File: src/rtl/spike_decoder_if.sv
// Bundle between a spike source and the spike decoder: sample/spike inputs
// and the three decoded magnitude estimates.
interface spike_if;
    logic       en;
    logic       spike_in;
    logic [7:0] rate_out;
    logic       rate_valid;
    logic [7:0] isi_out;
    logic       isi_valid;
    logic [7:0] trace_out;
    logic       burst;

    modport master (output en, spike_in,
                    input  rate_out, rate_valid, isi_out, isi_valid, trace_out, burst);
    modport slave  (input  en, spike_in,
                    output rate_out, rate_valid, isi_out, isi_valid, trace_out, burst);
endinterface

File: src/rtl/spike_decoder.sv
// Decodes a single-bit spike train into windowed rate, inter-spike interval
// and a leaky post-synaptic trace. All outputs are registered.
module spike_decoder #(
    parameter int WINDOW_LOG2 = 4,
    parameter int LEAK_SHIFT  = 3,
    parameter int WEIGHT      = 32,
    parameter int BURST_TH    = 8
) (
    input  logic    clk,
    input  logic    rst,
    spike_if.slave  bus
);
    typedef enum logic {WAIT_FIRST, TRACK} state_t;

    localparam logic [7:0]  WEIGHT8 = 8'(WEIGHT);
    localparam logic [12:0] BURST13 = 13'(BURST_TH);

    state_t                 state, state_d;
    logic [WINDOW_LOG2-1:0] win_cnt, win_cnt_d;
    logic [WINDOW_LOG2:0]   spike_cnt, spike_cnt_d;
    logic [7:0]             isi_cnt, isi_cnt_d;
    logic [7:0]             rate, rate_d, isi, isi_d, trace, trace_d;
    logic                   rate_vld, rate_vld_d, isi_vld, isi_vld_d, burst, burst_d;
    logic                   spk;
    logic [12:0]            sum;
    logic [8:0]             t9;

    assign spk = bus.en & bus.spike_in;

    always_comb begin
        state_d     = state;
        win_cnt_d   = win_cnt;
        spike_cnt_d = spike_cnt;
        isi_cnt_d   = isi_cnt;
        rate_d      = rate;
        isi_d       = isi;
        trace_d     = trace;
        burst_d     = burst;
        rate_vld_d  = 1'b0;
        isi_vld_d   = 1'b0;
        // Window count including this cycle's spike; 13 bits covers the largest window.
        sum = 13'(spike_cnt) + 13'(spk);
        // Leak is at most the trace itself, so the 9-bit sum never wraps below zero.
        t9  = 9'(trace) - 9'(trace >> LEAK_SHIFT) + (spk ? 9'(WEIGHT8) : 9'd0);

        if (bus.en) begin
            win_cnt_d = win_cnt + 1'b1;
            if (&win_cnt) begin
                rate_d      = (sum > 13'd255) ? 8'hff : sum[7:0];
                rate_vld_d  = 1'b1;
                spike_cnt_d = '0;
                burst_d     = ({5'd0, rate_d} >= BURST13);
            end else begin
                spike_cnt_d = sum[WINDOW_LOG2:0];
            end

            trace_d = t9[8] ? 8'hff : t9[7:0];

            case (state)
                WAIT_FIRST: begin
                    if (spk) begin
                        state_d   = TRACK;
                        isi_cnt_d = 8'd1;
                    end
                end
                TRACK: begin
                    if (spk) begin
                        isi_d     = isi_cnt;
                        isi_vld_d = 1'b1;
                        isi_cnt_d = 8'd1;
                    end else if (isi_cnt != 8'hff) begin
                        isi_cnt_d = isi_cnt + 8'd1;
                    end
                end
                default: state_d = WAIT_FIRST;
            endcase
        end
    end

    always_ff @(posedge clk) begin
        if (rst) begin
            state     <= WAIT_FIRST;
            win_cnt   <= '0;
            spike_cnt <= '0;
            isi_cnt   <= '0;
            rate      <= '0;
            isi       <= '0;
            trace     <= '0;
            burst     <= 1'b0;
            rate_vld  <= 1'b0;
            isi_vld   <= 1'b0;
        end else begin
            state     <= state_d;
            win_cnt   <= win_cnt_d;
            spike_cnt <= spike_cnt_d;
            isi_cnt   <= isi_cnt_d;
            rate      <= rate_d;
            isi       <= isi_d;
            trace     <= trace_d;
            burst     <= burst_d;
            rate_vld  <= rate_vld_d;
            isi_vld   <= isi_vld_d;
        end
    end

    assign bus.rate_out   = rate;
    assign bus.rate_valid = rate_vld;
    assign bus.isi_out    = isi;
    assign bus.isi_valid  = isi_vld;
    assign bus.trace_out  = trace;
    assign bus.burst      = burst;
endmodule
File: src/flat_wrapper.sv
// flat-port wrapper written by rule: the top's interface ports become plain ports
module spike_decoder_flat 
#(
    parameter int WINDOW_LOG2 = 4,
    parameter int LEAK_SHIFT  = 3,
    parameter int WEIGHT      = 32,
    parameter int BURST_TH    = 8
)
  (clk, rst, bus_en, bus_spike_in, bus_rate_out, bus_rate_valid, bus_isi_out, bus_isi_valid, bus_trace_out, bus_burst);
  spike_if bus_i ();
  input  logic clk;
  input  logic rst;
  input wire logic [$bits(bus_i.en)-1:0] bus_en;
  input wire logic [$bits(bus_i.spike_in)-1:0] bus_spike_in;
  output wire logic [$bits(bus_i.rate_out)-1:0] bus_rate_out;
  output wire logic [$bits(bus_i.rate_valid)-1:0] bus_rate_valid;
  output wire logic [$bits(bus_i.isi_out)-1:0] bus_isi_out;
  output wire logic [$bits(bus_i.isi_valid)-1:0] bus_isi_valid;
  output wire logic [$bits(bus_i.trace_out)-1:0] bus_trace_out;
  output wire logic [$bits(bus_i.burst)-1:0] bus_burst;
  assign bus_i.en = bus_en;
  assign bus_i.spike_in = bus_spike_in;
  assign bus_rate_out = bus_i.rate_out;
  assign bus_rate_valid = bus_i.rate_valid;
  assign bus_isi_out = bus_i.isi_out;
  assign bus_isi_valid = bus_i.isi_valid;
  assign bus_trace_out = bus_i.trace_out;
  assign bus_burst = bus_i.burst;
  spike_decoder #(.WINDOW_LOG2(WINDOW_LOG2), .LEAK_SHIFT(LEAK_SHIFT), .WEIGHT(WEIGHT), .BURST_TH(BURST_TH)) u_core (.clk(clk), .rst(rst), .bus(bus_i));
endmodule
File: config.mk
export PLATFORM = sky130hd
export DESIGN_NAME = spike_decoder_flat
export DESIGN_NICKNAME = d
export VERILOG_FILES = /design/src/rtl/spike_decoder_if.sv /design/src/rtl/spike_decoder.sv /design/src/flat_wrapper.sv
export SDC_FILE = /design/constraint.sdc
export NUM_CORES = 1
export LEC_CHECK = 0
export CAP_MARGIN = 15
export CORE_MARGIN = 2
export CORE_UTILIZATION = 40
export CTS_BUF_LIST = sky130_fd_sc_hd__clkbuf_4
export CTS_CLUSTER_SIZE = 20
export DETAILED_ROUTE_END_ITERATION = 8
export PLACE_DENSITY_LB_ADDON = 0.1
export SLEW_MARGIN = 20
export SYNTH_ARGS = -nofsm -noshare
export SYNTH_HDL_FRONTEND = slang
export SYNTH_SLANG_ARGS = --single-unit
File: constraint.sdc
create_clock -name clk -period 2.6 [get_ports clk]
set_input_delay 0.52 -clock clk [delete_from_list [all_inputs] [get_ports clk]]
set_output_delay 0.52 -clock clk [all_outputs]
set_load 0.02 [all_outputs]
Yosys cells after proc, flatten, opt, wreduce, memory -nomap -nowiden:

Cells that the tools add are included.

* bits in registers: 45
* output and inout bits: 27

* add/sub/neg operators: 5
* $lt $le $gt $ge: 2
* eq/ne operators: 3
* muxes and demuxes: 11
* bitwise operators: 3
* reductions and logical operators: 6

Operators with widths (number)
* $mux W8: 5
* $pmux W8 S2: 1
* $gt A13 B8 Y1 const B: 1
* $add A9 B9 Y9: 1
* $sub A8 B5 Y9: 1
* $add A8 B1 Y8 const B: 1
* $ge A8 B4 Y1 const B: 1
* $ne A8 B8 Y1 const B: 1
* $add A5 B1 Y6: 1
* $mux W6: 1
* $reduce_and A3 Y1: 2
* $mux W5: 1
* $reduce_and A5 Y1: 1
* $add A4 B1 Y4 const B: 1
* $reduce_and A4 Y1: 1
* $mux W1: 3
* $ne A3 B3 Y1 const B: 1
* $reduce_or A3 Y1: 1
* $ne A2 B1 Y1 const B: 1
* $not A1 Y1: 2
* $reduce_or A2 Y1: 1
* $and A1 B1 Y1: 1

Depth between registers and ports, before layout:

* word-level depth: 5
* mapped depth: 11
* mapped depth without buffers: 11

Worst setup path before layout:

No wires, ideal clock.

* path kind: register to register
* start point: reg u_core.trace[4] (netlist: u_core.bus.trace_out[4])
* end point: reg u_core.trace[7] (netlist: u_core.bus.trace_out[7])
* setup time: 0.103 ns
* arrival: 2.519 ns
* required time: 2.497 ns
* setup slack: -0.023 ns
* cell stages (with the launch flop): 11
* buffers on the path: 0
* cell sequence: dfxtp_1 > inv_1 > ha_1 > ha_1 > inv_1 > fa_1 > nand2b_1 > a2111oi_4 > a211oi_2 > and4_4 > a2111oi_2

* longest elaborated chain between the ends: 3

Ends and longest elaborated chain
* from (decl): RTL line spike_decoder.sv:22 `logic [7:0] rate, rate_d, isi, isi_d, trace, trace_d;`
* from (signal assigned): RTL line spike_decoder.sv:99 `trace <= trace_d;`
* $sub A8 B5 Y9: RTL line spike_decoder.sv:44 `t9 = 9'(trace) - 9'(trace >> LEAK_SHIFT) + (spk ? 9'(WEIGHT8) : 9'd0);`
* $add A9 B9 Y9: RTL line spike_decoder.sv:44
* $mux W8: RTL line spike_decoder.sv:57 `trace_d = t9[8] ? 8'hff : t9[7:0];`

No other way between the ends.
A chain may end at the register's enable or synchronous reset.

Worst setup path in the final report:

* start point: in bus_spike_in
* end point: reg u_core.trace[7] (netlist: u_core.bus.trace_out[7])

* longest elaborated chain between the ends: 4

Ends and longest elaborated chain
* from (decl): RTL line flat_wrapper.sv:14 `input wire logic [$bits(bus_i.spike_in)-1:0] bus_spike_in;`
* $and A1 B1 Y1: RTL line spike_decoder.sv:28 `assign spk = bus.en & bus.spike_in;`
* $mux W6: RTL line spike_decoder.sv:44
* $add A9 B9 Y9: RTL line spike_decoder.sv:44
* $mux W8: RTL line spike_decoder.sv:57

No other way between the ends.

==> flow_metrics.env <==
export IMPL_grt_pass1_vias=1698
export IMPL_routed_via_density=5.01
export IMPL_wire_per_inst_um=11.9
export IMPL_irDropWorstVdd_v=0.000622
export IMPL_netlist_instances=261
export IMPL_cts_path_max_buffers=2
export IMPL_cap_violations=0
export IMPL_fin_area_mm2=0.00272
export IMPL_cts_root_buf="clkbuf_4"
export IMPL_postPlaceCellArea_mm2=0.00264
export IMPL_gp_congestion=0.789
export IMPL_clock_skew_ns=0.0121
export IMPL_seq_area_frac_synth_pct=38.6
export IMPL_firstDrtPassIters=4
export IMPL_clkLatencyLatePin_ns=0.35
export IMPL_ys_flop_type="dfxtp_1"
export IMPL_pwr_share_seq_pct=29.0
export IMPL_clk_pin_slew_ns=0.13
export IMPL_synth_seq_cells=43
export IMPL_fin_nets=319
export IMPL_synth_edff_count=0
export IMPL_area_growth_pct=21.9
export IMPL_grt_pass1_wl_um=7560
export IMPL_synth_cell_type_count=46
export IMPL_grt_overflow=0
export IMPL_grt_max_degree=44
export IMPL_hold_class="reg -> reg"
export IMPL_async_flop_share_pct=0
export IMPL_dp_final_hpwl_um=3090
export IMPL_dieHeight_um=78.6
export IMPL_die_area_mm2=0.00618
export IMPL_rsz0062_at_grt="false"
export IMPL_htree_levels=2
export IMPL_final_max_slew_viol_count=0
export IMPL_tritoncts="yes"
export IMPL_start_util_pct=41.0
export IMPL_ant_nets=0
export IMPL_first_iter_violations=59
export IMPL_utilization_pct=49.9
export IMPL_num_antenna_cells=0
export IMPL_worstPathMaxFanout=3
export IMPL_grt_use_total_pct=15.2
export IMPL_required_ns=2.86
export IMPL_setup_tns_ns=0
export IMPL_io_pins=31
export IMPL_cts_sinks=43
export IMPL_crit_path_start_kind="input port"
export IMPL_vias=1855
export IMPL_p_switching_mw=1.07
export IMPL_die_w_um=78.6
export IMPL_syn_area_mm2=0.00223
export IMPL_portBuffers=28
export IMPL_period_share_pct=95.9
export IMPL_hold_viol_final=0
export IMPL_internal_power_mw=1.58
export IMPL_arrival_ns=2.75
export IMPL_total_power_mw=2.65
export IMPL_clockPowerShare_pct=12.8
export IMPL_worst_setup_path_type="in -> reg"
export IMPL_p_per_area_mw_per_mm2=975
export IMPL_pwr_share_comb_pct=58.2
export IMPL_p_leak_nw=1.08
export IMPL_fmax_mhz=401
export IMPL_p_sw_share_pct=40.3
export IMPL_end_kind="register"
export IMPL_drive_gt1_share_pct=12.4
export IMPL_drc=0
export IMPL_antenna_found_initial=0
export IMPL_fill_cells=526
export IMPL_syn_area_per_cell_um2=8.54
export IMPL_post_route_min_period_ns=2.49
export IMPL_yosys_warnings=0
export IMPL_core_mm2=0.00544
export IMPL_status="completed"
export IMPL_cts_buffers=5
export IMPL_ctsHoldBuffers=0
export IMPL_fp_row_count=27
export IMPL_setup_viol=0
export IMPL_drt_total_wl_um=4390
export IMPL_post_cts_buffers=0
## critical path: stages
cell and delay [ns]:
clkdlybuf4s50_1 0.48, nand2_1 0.08, ha_1 0.28, inv_1 0.04, ha_1 0.29, o21ai_1 0.12, a2111oi_4 0.34, a211oi_2 0.09
and4_4 0.20, a2111oi_2 0.30
## cell families after synthesis
kind of cell	synth area share (%)
simple gates	21.2
compound gates	17.3
flops	38.6
buf+inv	5.33
fa+ha+maj	10.4
xor+xnor	5.05
mux	1.80
other cells	0.168
## routing by layer
metal,up-vias,GRT usage (%),wire length [µm]
met3,6,3.10,132
met5,-,0,0
li1,971,-,-
met4,0,5.26,53
met2,30,23.6,1920
met1,848,20.8,2280
## flip-flops by register name, indices dropped and copies added (netlist names)
| register | count |
|---|---|
| u_core.bus.trace_out | 8 |
| u_core.bus.rate_valid | 1 |
| u_core.bus.burst | 1 |
| u_core.bus.rate_out | 6 |
| u_core.bus.isi_valid | 1 |
| u_core.bus.isi_out | 8 |
| u_core.spike_cnt | 5 |
| u_core.isi_cnt | 8 |
| u_core.state | 1 |
| u_core.win_cnt | 4 |
## Yosys cell counts (2+ instances only)
master / n / area [µm²]
dfxtp_1: 43 / 861
nor2_1: 35 / 131
nand2_1: 28 / 105
a21oi_1: 26 / 130
ha_1: 17 / 213
inv_1: 14 / 52.6
nand3_1: 9 / 45.0
xnor2_1: 8 / 70.1
clkbuf_1: 7 / 26.3
nor3_1: 7 / 35.0
a21o_1: 6 / 45.0
a311oi_1: 5 / 43.8
mux2i_1: 4 / 40.0
nand2b_1: 4 / 25.0
nor3b_1: 4 / 30.0
o21ai_0: 3 / 15.0
xor2_1: 3 / 26.3
a221oi_1: 2 / 17.5
a22oi_1: 2 / 15.0
and3_1: 2 / 12.5
buf_1: 2 / 7.51
buf_2: 2 / 10.0
buf_4: 2 / 15.0
inv_2: 2 / 7.51
nand3b_1: 2 / 15.0
nand4_1: 2 / 12.5
## path summary, 6_finish.rpt
| check | from | to | slack (ns) | depth (start not counted) |
|---|---|---|---|---|
| worst min-delay path | u_core.bus.isi_out[2]$_SDFFE_PP0P_ | u_core.bus.isi_out[2]$_SDFFE_PP0P_ | 0.46 | 2 |
| worst max register to register | u_core.bus.trace_out[4]$_SDFFE_PP0P_ | u_core.bus.trace_out[7]$_SDFFE_PP0P_ | 0.13 | 10 |
| worst min register to register | u_core.bus.isi_out[2]$_SDFFE_PP0P_ | u_core.bus.isi_out[2]$_SDFFE_PP0P_ | 0.46 | 2 |
| worst max-delay path | bus_spike_in | u_core.bus.trace_out[7]$_SDFFE_PP0P_ | 0.11 | 10 |
## layout make-up
class                   count  area (µm²)  area share [%]
repair buffers             41         378            13.9
well taps                  72        90.1            3.32
flip-flops and latches     43         862            31.7
clock inverters             2        12.5           0.461
clock buffers               6        45.0            1.66
multi-input cells         190        1270            46.7
inverters                  16        60.1            2.21
## cell usage in the layout, fill, tap and decap left out, types with 2 or more instances in the layout
cell type and n:
a21o_1 6, a21oi_1 25, a221oi_1 2, a22oi_1 2
a311oi_1 5, and3_1 2, buf_4 13, clkbuf_4 6
clkdlybuf4s50_1 28, conb_1 2, dfxtp_1 42, ha_1 16
inv_1 14, inv_2 2, mux2i_1 4, nand2_1 28
nand2b_1 3, nand3_1 9, nand3b_1 2, nand4_1 2
nor2_1 35, nor3_1 7, nor3b_1 4, o21ai_0 3
xnor2_1 8, xor2_1 3
## power groups by stage
stage               Combinational [mW]  Clock (mW)  Sequential, mW
global placement                  1.49           0           0.781
global route                      1.72       0.379           0.777
finish                            1.54       0.339           0.769
detailed placement                1.49           0           0.782
CTS                               1.53       0.355           0.768
floorplan                        0.940           0           0.853
## metrics by stage
| step | setup WS, ns | cells | hold slack [ns] |
|---|---|---|---|
| after global routing | 0.00703 | 370 | 0.494 |
| after detailed placement | -0.294 | 362 | 0.448 |
| after global placement | -0.246 | 362 | 0.447 |
| after CTS | 0.0542 | 370 | 0.465 |
| after floorplan | 0.0346 | 262 | 0.442 |
| final | 0.107 | 370 | 0.460 |
## what timing repair did
item,CTS,global route
resized for setup,1,3
setup endpoints to repair,1,5
pin swaps,0,1
Note: power is estimated with default switching activity, not from simulation.
